**config.mk**
```make
export PLATFORM = sky130hd
export DESIGN_NAME = store_lane_unit
export DESIGN_NICKNAME = d
export VERILOG_FILES = /design/src/rtl/store_lane_unit.sv
export SDC_FILE = /design/constraint.sdc
export NUM_CORES = 1
export LEC_CHECK = 0
export CORE_MARGIN = 1
export CORE_UTILIZATION = 50
export DETAILED_ROUTE_END_ITERATION = 8
export PLACE_DENSITY = 0.78
export SYNTH_ARGS = -nofsm -noshare
export SYNTH_HDL_FRONTEND = slang
export SYNTH_HIERARCHICAL = 1
export SYNTH_SLANG_ARGS = --single-unit
```
**constraint.sdc**
```tcl
create_clock -name clk -period 2.8 [get_ports clk]
set_input_delay 0.56 -clock clk [delete_from_list [all_inputs] [get_ports clk]]
set_output_delay 0.56 -clock clk [all_outputs]
set_load 0.02 [all_outputs]
```
**src/rtl/store_lane_unit.sv**
```systemverilog
// Store path from execute to the data memory port: byte-enable/lane-alignment decode,
// optional two-beat split for word-crossing stores, and a one-cycle error pulse for illegal stores.

module store_lane_byte #(
  parameter int NB    = 4,
  parameter int OFS_W = 2,
  parameter int LANE  = 0
) (
  input  logic [OFS_W-1:0]  ofs_i,
  input  logic [3:0]        size_i,
  input  logic [NB*8-1:0]   wdata_i,
  output logic              we_o,
  output logic [7:0]        byte_o
);
  localparam int KW = OFS_W + 2;

  logic [KW-1:0]      lane_c;
  logic [KW-1:0]      k;
  logic [NB-1:0][7:0] src;
  logic               hit;

  // Lane j of the double-width window carries store byte (j - ofs) when it falls inside the access.
  assign lane_c = KW'(LANE);
  assign k      = lane_c - KW'(ofs_i);
  assign src    = wdata_i;
  assign hit    = (lane_c >= KW'(ofs_i)) && (8'(k) < 8'(size_i));
  assign we_o   = hit;
  assign byte_o = hit ? src[k[OFS_W-1:0]] : 8'h00;
endmodule

module store_lane_unit #(
  parameter int XLEN             = 32,
  parameter int ADDR_W           = 32,
  parameter bit ALLOW_MISALIGNED = 1'b1
) (
  input  logic              clk,
  input  logic              rst_n,
  input  logic              req_valid,
  output logic              req_ready,
  input  logic [ADDR_W-1:0] req_addr,
  input  logic [2:0]        req_funct3,
  input  logic [XLEN-1:0]   req_wdata,
  output logic              mem_valid,
  input  logic              mem_ready,
  output logic [ADDR_W-1:0] mem_addr,
  output logic [XLEN/8-1:0] mem_we,
  output logic [XLEN-1:0]   mem_wdata,
  output logic              store_err,
  output logic              busy
);
  localparam int NB    = XLEN / 8;
  localparam int OFS_W = $clog2(NB);

  typedef enum logic [1:0] {IDLE, BEAT0, BEAT1, ERR} state_t;

  state_t            state_q, state_d;
  logic [ADDR_W-1:0] addr_q, addr_d;
  logic [NB-1:0]     we_q, we_d, hi_we_q, hi_we_d;
  logic [XLEN-1:0]   wdata_q, wdata_d, hi_wdata_q, hi_wdata_d;
  logic              valid_q, valid_d, err_q, err_d, busy_q, busy_d;

  logic                 accept;
  logic [3:0]           size_c;
  logic [OFS_W-1:0]     ofs_c;
  logic                 illegal;
  logic [2*NB-1:0]      wide_we;
  logic [2*NB-1:0][7:0] wide_b;
  logic [XLEN-1:0]      lo_data, hi_data;
  logic [ADDR_W-1:0]    base_addr;

  assign req_ready = (state_q == IDLE);
  assign accept    = req_valid && req_ready;
  assign size_c    = 4'd1 << req_funct3[1:0];
  assign ofs_c     = req_addr[OFS_W-1:0];
  assign base_addr = req_addr & ~ADDR_W'(NB - 1);

  assign illegal = req_funct3[2]
                || ((XLEN == 32) && (req_funct3[1:0] == 2'b11))
                || (!ALLOW_MISALIGNED && ((4'(ofs_c) & (size_c - 4'd1)) != 4'd0));

  for (genvar j = 0; j < 2*NB; j++) begin : g_lane
    store_lane_byte #(.NB(NB), .OFS_W(OFS_W), .LANE(j)) u_lane (
      .ofs_i   (ofs_c),
      .size_i  (size_c),
      .wdata_i (req_wdata),
      .we_o    (wide_we[j]),
      .byte_o  (wide_b[j])
    );
  end

  assign lo_data = wide_b[NB-1:0];
  assign hi_data = wide_b[2*NB-1:NB];

  always_comb begin
    state_d    = state_q;
    addr_d     = addr_q;
    we_d       = we_q;
    wdata_d    = wdata_q;
    hi_we_d    = hi_we_q;
    hi_wdata_d = hi_wdata_q;
    valid_d    = valid_q;
    busy_d     = busy_q;
    err_d      = 1'b0;
    unique case (state_q)
      IDLE: if (accept) begin
        busy_d = 1'b1;
        if (illegal) begin
          state_d = ERR;
          err_d   = 1'b1;
        end else begin
          state_d    = BEAT0;
          valid_d    = 1'b1;
          addr_d     = base_addr;
          we_d       = wide_we[NB-1:0];
          wdata_d    = lo_data;
          hi_we_d    = wide_we[2*NB-1:NB];
          hi_wdata_d = hi_data;
        end
      end
      BEAT0: if (mem_ready) begin
        if (|hi_we_q) begin
          // Second beat goes to the next word; wraps at the top of the address space.
          state_d = BEAT1;
          addr_d  = addr_q + ADDR_W'(NB);
          we_d    = hi_we_q;
          wdata_d = hi_wdata_q;
        end else begin
          state_d = IDLE;
          valid_d = 1'b0;
          busy_d  = 1'b0;
          we_d    = '0;
          wdata_d = '0;
        end
      end
      BEAT1: if (mem_ready) begin
        state_d = IDLE;
        valid_d = 1'b0;
        busy_d  = 1'b0;
        we_d    = '0;
        wdata_d = '0;
      end
      ERR: begin
        state_d = IDLE;
        busy_d  = 1'b0;
      end
      default: state_d = IDLE;
    endcase
  end

  always_ff @(posedge clk) begin
    if (!rst_n) begin
      state_q    <= IDLE;
      addr_q     <= '0;
      we_q       <= '0;
      wdata_q    <= '0;
      hi_we_q    <= '0;
      hi_wdata_q <= '0;
      valid_q    <= 1'b0;
      err_q      <= 1'b0;
      busy_q     <= 1'b0;
    end else begin
      state_q    <= state_d;
      addr_q     <= addr_d;
      we_q       <= we_d;
      wdata_q    <= wdata_d;
      hi_we_q    <= hi_we_d;
      hi_wdata_q <= hi_wdata_d;
      valid_q    <= valid_d;
      err_q      <= err_d;
      busy_q     <= busy_d;
    end
  end

  assign mem_valid = valid_q;
  assign mem_addr  = addr_q;
  assign mem_we    = we_q;
  assign mem_wdata = wdata_q;
  assign store_err = err_q;
  assign busy      = busy_q;
endmodule

```
==> metrics.csv <==
stage,metric,value,unit
outcome,status,"finished, final reports clean",
timing,Slew HR,57.5,%
worst_setup_path,FF-to-FF End,mem_addr[29]$_SDFFE_PN0P_,
clocking,Max Root-Sink Buffers,2,
grt,initial antenna violation count,0,
worst_setup_path,type of origin of the critical path,input port,
clocking,CTS clock-pin slew for the worst setup and hold paths,0.06,ns
timing,Layout Skew,0.00908,ns
floorplanning,core box area,15300,µm²
worst_setup_path,CP required,3.07,ns
worst_setup_path,flop2flop setup slack,0.53,ns
worst_setup_path,arrival time at the worst endpoint,2.87,ns
layout,final instance area,9860,µm²
place,DP Area,9580,µm²
timing,RSZ-0062 raised after global routing,no,
floorplanning,Die W,127,µm
floorplanning,Starting Density,51.5,%
min_path,Hold Crit Start,hi_wdata_q[7]$_SDFFE_PN0P_,
detailed_routing,Starting DRT DRC Count,694,
grt,grt ovf,0,
floorplanning,Site Rows,45,
worst_setup_path,worst-path cell chain,clkdlybuf4s50_1 -> inv_1 -> ha_1 -> ha_1 -> o211ai_1 -> o2111ai_4 -> nor2b_2 -> nor2b_1 -> a21oi_1 -> a211oi_1,
synthesis,sequential-to-total area share from yosys stat,27.3,%
detailed_routing,Vias/cell,6.03,
synthesis,Post-Synthesis Cells,895,
timing,fin crit share,92.7,%
detailed_routing,first-pass detailed-route iteration total,5,
synthesis,Mapped Area,7850,µm²
worst_setup_path,Most common cell on crit path,ha_1,
detailed_routing,DRC errors left,0,
grt,vias in the first global route,6811,
grt,first-pass GRT wire length,35400,µm
worst_setup_path,RR Startpoint,mem_addr[4]$_SDFFE_PN0P_,
clocking,CTS tree,built,
worst_setup_path,worst-path fanout max,9,
synthesis,mean post-synth cell area,8.78,µm²
worst_setup_path,worst setup path startpoint,req_addr[1],
min_path,hold endpoint,hi_wdata_q[7]$_SDFFE_PN0P_,
timing,final worst setup slack,0.204,ns
run,MaxCap Viol Count,0,
power_and_ir_drop,pwr/cell area,765,nW/µm²
timing,Final setup viols,0,
grt,largest net degree at the start of global routing,91,
place,pre-CTS setup slack,-0.161,ns
layout,layout cells sized above 1,14.5,%
power_and_ir_drop,register share of total power,31.1,%
detailed_routing,DRT antenna net count,0,
synthesis,post-synth cell types,70,
layout,FILL cells,1313,
layout,Layout Nets,1117,
floorplanning,io pins,143,
timing,min Tclk post-route,2.60,ns
place,GP Congestion,0.944,
layout,FF+latch area,2140,µm²
clocking,CTS Buf Count,9,
timing,Worst-Margin Slew,0.630,ns
worst_setup_path,R2R depth,5,
worst_setup_path,Critical-path top delay cell,clkdlybuf4s50_1,
clocking,CTS Sinks,107,
timing,Fmax,385,MHz
worst_setup_path,max incr delay on CP,0.53,ns
clocking,Setup Buffers After CTS,0,
clocking,H-tree depth,3,
worst_setup_path,Setup CP Type,in2reg,
layout,Ant. Diodes,0,
min_path,worst hold stages,2,
layout,layout overhead on the synthesized area,25.6,%
layout,multi-input logic area,5230,µm²
min_path,worst min-delay path class,reg2reg,
power_and_ir_drop,Switching Share,42.5,%
timing,Hold WS,0.453,ns
worst_setup_path,WP buf/inv,2,
clocking,Root Buffer,clkbuf_16,
detailed_routing,post-DR wirelength/cell,17.9,µm
power_and_ir_drop,Leak Pwr,0.00352,µW
worst_setup_path,Crit. End Element,flop,
floorplanning,die area,16200,µm²
power_and_ir_drop,Gate power share,53.3,%
synthesis,Seq cells post-synth,107,
detailed_routing,routed wire length,22100,µm
detailed_routing,vias,7447,
power_and_ir_drop,internal power,4340,µW
synthesis,Async SR Flop Fraction,0,%
timing,fin. max-slew vios,0,
floorplanning,Chip Height,127,µm
synthesis,Main synth FF type,dfxtp_1,
synthesis,Synth Warn #,6,
power_and_ir_drop,Psw,3200,µW
synthesis,Post-synth EDFFs,0,
clocking,clock latency on the worst-skew pair,0.36,ns
grt,gr usage total,27.7,%
place,post-DP HPWL,15800,µm
place,I/O Buffers,140,
power_and_ir_drop,Clk pwr share,15.6,%
worst_setup_path,Top delay family on crit path,compound AO/OA/AOI/OAI gates,
timing,final-report hold violation count,0,
power_and_ir_drop,Peak VDD IR,0.501,mV
worst max-delay path by stage:
stage | to | cells after the start | slack (ns)
6_report | mem_wdata[2]$_SDFFE_PN0P_ | 10 | 0.20
5_1_grt | mem_wdata[12]$_SDFFE_PN0P_ | 10 | 0.0003
4_1_cts | mem_wdata[2]$_SDFFE_PN0P_ | 10 | 0.17
3_5_place_dp | mem_wdata[5]$_SDFFE_PN0P_ | 10 | -0.16
3_3_place_gp | mem_wdata[7]$_SDFFE_PN0P_ | 11 | -0.09
2_1_floorplan | mem_wdata[16]$_SDFFE_PN0P_ | 9 | 0.47
state kept, by name, indices dropped and copies added, names as in the netlist:
signal,cells
hi_wdata_q,32
mem_wdata,32
mem_addr,30
hi_we_q,4
mem_we,4
state_q,2
busy,1
mem_valid,1
store_err,1
cells by family (layout without fill, tap and decap cells):
group / Yosys count / count (layout) / synth area share [%]
AND/OR/NAND/NOR: 318 / 318 / 20.8
AO/OA/AOI/OAI: 259 / 259 / 22.9
buffers and inverters: 114 / 243 / 6.66
flip-flops: 107 / 107 / 27.3
multiplexers: 70 / 70 / 18.2
adder cells (fa/ha/maj): 26 / 26 / 4.14
other: 1 / 2 / 0.0477
area by class of cell:
class | instances | share of cell area [%]
multi-input cells | 675 | 53.0
clock inverters | 5 | 0.304
clock buffers | 11 | 2.36
inverters | 39 | 1.48
repair buffers | 188 | 18.5
well taps | 211 | 2.68
flip-flops and latches | 107 | 21.7
power by group through the flow:
stage                     registers [µW]  logic (µW)  clock network, µW
after floorplan                     2730        2010                  0
after global placement              2360        3940                  0
after detailed placement            2370        4000                  0
after CTS                           2340        4010               1200
after global routing                2400        4360               1260
final                               2340        4020               1180
worst min-delay path, stage by stage (launching register included):
cell     delay [ns]
dfxtp_1        0.31
nand2_1        0.05
a21oi_1        0.05
placed cells by master (no fill, tap or decap), types with 7 or more instances in the layout:
cell type	instances
clkdlybuf4s50_1	139
nand2_1	110
dfxtp_1	107
a21oi_1	100
nor2b_1	63
nor2_1	61
mux4_2	49
buf_4	44
a211oi_1	43
inv_1	38
ha_1	26
a21boi_1	24
nand3_1	18
o21ai_0	15
mux2i_1	14
nor3_1	12
clkbuf_16	9
and3_1	8
a211oi_2	8
o22ai_1	7
nand4_1	7
mux4_1	7
layer usage:
metal	up-vias	global-route usage, %	wire length (µm)
li1	3536	-	-
met1	3489	36.8	9520
met2	374	44.7	10200
met3	48	6.07	1870
met4	0	9.38	531
met5	-	0	0
what timing repair did:
| item | 4_1_cts | 5_1_grt |
|---|---|---|
| setup endpoints to repair | 0 | 3 |
| hold buffers | 0 | 0 |
| hold endpoints to repair | 0 | 0 |
| gates resized for setup | 0 | 4 |
cell usage after synthesis, drive strengths merged, types with 3 or more instances:
library cell  count  share of area [%]
or3               4               0.32
nand2           111                5.5
o41ai             3               0.33
mux2i            14                1.8
nor2b            67                5.5
inv              39                1.9
and2              5               0.40
buf              23                2.3
o221a             4               0.57
nor4              4               0.32
nand3            20                1.5
o21a              5               0.48
nor3             12               0.76
o2bb2ai           4               0.45
a31oi             4               0.51
or4               4               0.38
o211ai            4               0.38
o31a              5               0.56
nand2b            7               0.84
dfxtp           107                 27
nand4             8               0.72
o22ai             7               0.56
ha               26                4.1
a311oi            5               0.56
o211a             3               0.38
a21boi           27                2.6
and3              8               0.64
nor2             62                3.0
a211oi           53                5.7
clkbuf           52                2.5
and4              4               0.48
a21oi           100                6.4
o21ai            17                1.1
mux4             56                 16
a211o             4               0.69
stage by stage:
stage / TNS [ns] / instances / utilization, % / total power [µW]
after floorplan: 0 / 896 / - / 4740
after global placement: -1.32 / 1220 / 62.8 / 6300
after detailed placement: -3.07 / 1220 / 62.8 / 6370
after CTS: 0 / 1236 / 64.5 / 7540
after global routing: 0 / 1236 / 64.6 / 8020
final: 0 / 1236 / 64.6 / 7540
Power figures use the tool's default switching activity.
==> edit (config.mk and constraints unchanged) <==
Set the parameter `ALLOW_MISALIGNED` to 1'b0 (it was 1'b1).
--- a/src/rtl/store_lane_unit.sv
+++ b/src/rtl/store_lane_unit.sv
@@ -31,7 +31,7 @@
 module store_lane_unit #(
   parameter int XLEN             = 32,
   parameter int ADDR_W           = 32,
-  parameter bit ALLOW_MISALIGNED = 1'b1
+  parameter bit ALLOW_MISALIGNED = 1'b0
 ) (
   input  logic              clk,
   input  logic              rst_n,
Check against the original RTL: not equivalent (Yosys sat finds a counterexample within 4 cycles, from zero or initial values and one cycle with rst_n low).
==> edit against the original RTL <==
  * Wire length rose by 12%
  * Via count grew 8.1%
  * Area after synthesis rose by 2.4%
  * Final area grew 3.2%
  * Total power increased by 9.1%
  * Worst setup slack improved by 73 ps
  * Synthesized cell count grew 2.0%
  * Sequential cell count stayed put
  * Hold slack gained 2.9 ps
  * Critical path type unchanged
  * Highest routed layer unchanged
==> edit: results (changes against the original RTL) <==
| Metric | Value |
|---|---|
| Worst R2R End | `mem_addr[30]` |
| Layout cells sized above 1 | `15.3% (+0.77 points)` |
| Worst Tran Pin Value | `723 ps (+92.9 ps)` |
| Area contributors post-synth | `dfxtp_1 27%, mux4_2 14%, a21oi_1 6.3%, nand2_1 4.4%, a311oi_1 4.1%` |
| Crit path to | `mem_addr[31]` |
| Clock Power | `1320 µW (+12%)` |
| Clock transition at the registers of the reported paths | `80 ps (+20 ps)` |
| Worst EP arrival | `2830 ps (-40 ps)` |
| Met2 wire len | `11,400 µm (+12%)` |
| Status | `finished clean` |
| Setup WS pre-CTS | `-94.3 ps (+66.8 ps)` |
| Number of distinct library cells after synthesis | `73 (+4.3%)` |
| DRT Pass-1 Iters | `7 (+2)` |
| Top post-synthesis cells by count | `107 x dfxtp_1, 101 x a21oi_1, 95 x nand2_1, 58 x nand3_1, 49 x mux4_2` |
| HPWL after DPL | `17,500 µm (+11%)` |
| Combinational share of power | `55.4% (+2.1 points)` |
| Max VDD drop | `0.715 mV (+43%)` |
| Switch Pwr | `3520 µW (+9.8%)` |
| First-pass GRT wire length | `39,300 µm (+11%)` |
| Final worst path period share | `90.1% (-2.6 points)` |
| Crit Reg-Reg Startpoint | `mem_addr[2]` |
| Vias in the first global route | `7,350 (+7.9%)` |
| Total Routed Length | `24,800 µm (+12%)` |
| Drt initial violations | `1,156 (+67%)` |
| R2R setup slack | `340 ps (-190 ps)` |
| DP Cell Count | `1,240 (+1.6%)` |
| Critical-path maximum fanout | `19 (+10)` |
| Vias | `8,050 (+8.1%)` |
| Clock Skew | `6.43 ps (-2.65 ps)` |
| Critical-path cell with the highest stage delay | `o311ai_2` |
| Grt met1 use | `40.9% (+4.1 points)` |
| CP peak stage delay | `570 ps (+40 ps)` |
| GRT met3 Usage | `5.03% (-1.0 points)` |
| FF-to-FF path depth | `6 (+1)` |
==> edit: changes by cell type after synthesis, sizes merged, moves of 6 or more <==
| cell | change |
|---|---|
| nand3 | +38 |
| buf | +12 |
| nand2b | +33 |
| inv | +7 |
| nand2 | -16 |
| nor2b | -26 |
| clkbuf | -6 |
| a311oi | +33 |
| nor2 | -26 |
| o21ai | +6 |
| a211oi | -39 |
==> edit: layout make-up <==
cell class | count | area, µm²
fillers | 1283 | 5250
repair buffers | 196 | 1970
clock inverters | 6 | 63.8
multi-input cells | 680 | 5330
clock buffers | 10 | 239
inverters | 46 | 173
flip-flops and latches | 107 | 2140
well taps | 211 | 264
==> edit: cell families (layout without fill, tap and decap cells) <==
| kind of cell | Yosys count | count (layout) | synth area share [%] |
|---|---|---|---|
| AOI/OAI and AO/OA | 259 | 259 | 23.2 |
| other | 1 | 2 | 0.0466 |
| buffers and inverters | 127 | 258 | 7.35 |
| muxes | 66 | 66 | 17.3 |
| DFF | 107 | 107 | 26.6 |
| adders and majority gates | 26 | 26 | 4.05 |
| and+or+nand+nor | 327 | 327 | 21.5 |
==> edit: how the worst min path moves through the flow <==
| stage | start | end | slack [ps] | cells past startpoint |
|---|---|---|---|---|
| after global routing | hi_wdata_q[9] | hi_wdata_q[9] | 480 | 2 |
| after detailed placement | hi_wdata_q[11] | hi_wdata_q[11] | 450 | 2 |
| after global placement | hi_wdata_q[30] | hi_wdata_q[30] | 440 | 2 |
| final | hi_wdata_q[31] | hi_wdata_q[31] | 460 | 2 |
| after CTS | hi_wdata_q[11] | hi_wdata_q[11] | 460 | 2 |
| after floorplan | hi_wdata_q[0] | hi_wdata_q[0] | 440 | 2 |
==> edit: critical path, delay by kind of cell <==
kind	cells	cell delay [ps]
AOI/OAI and AO/OA	4	1090
and+or+nand+nor	1	300
buffers and inverters	3	890
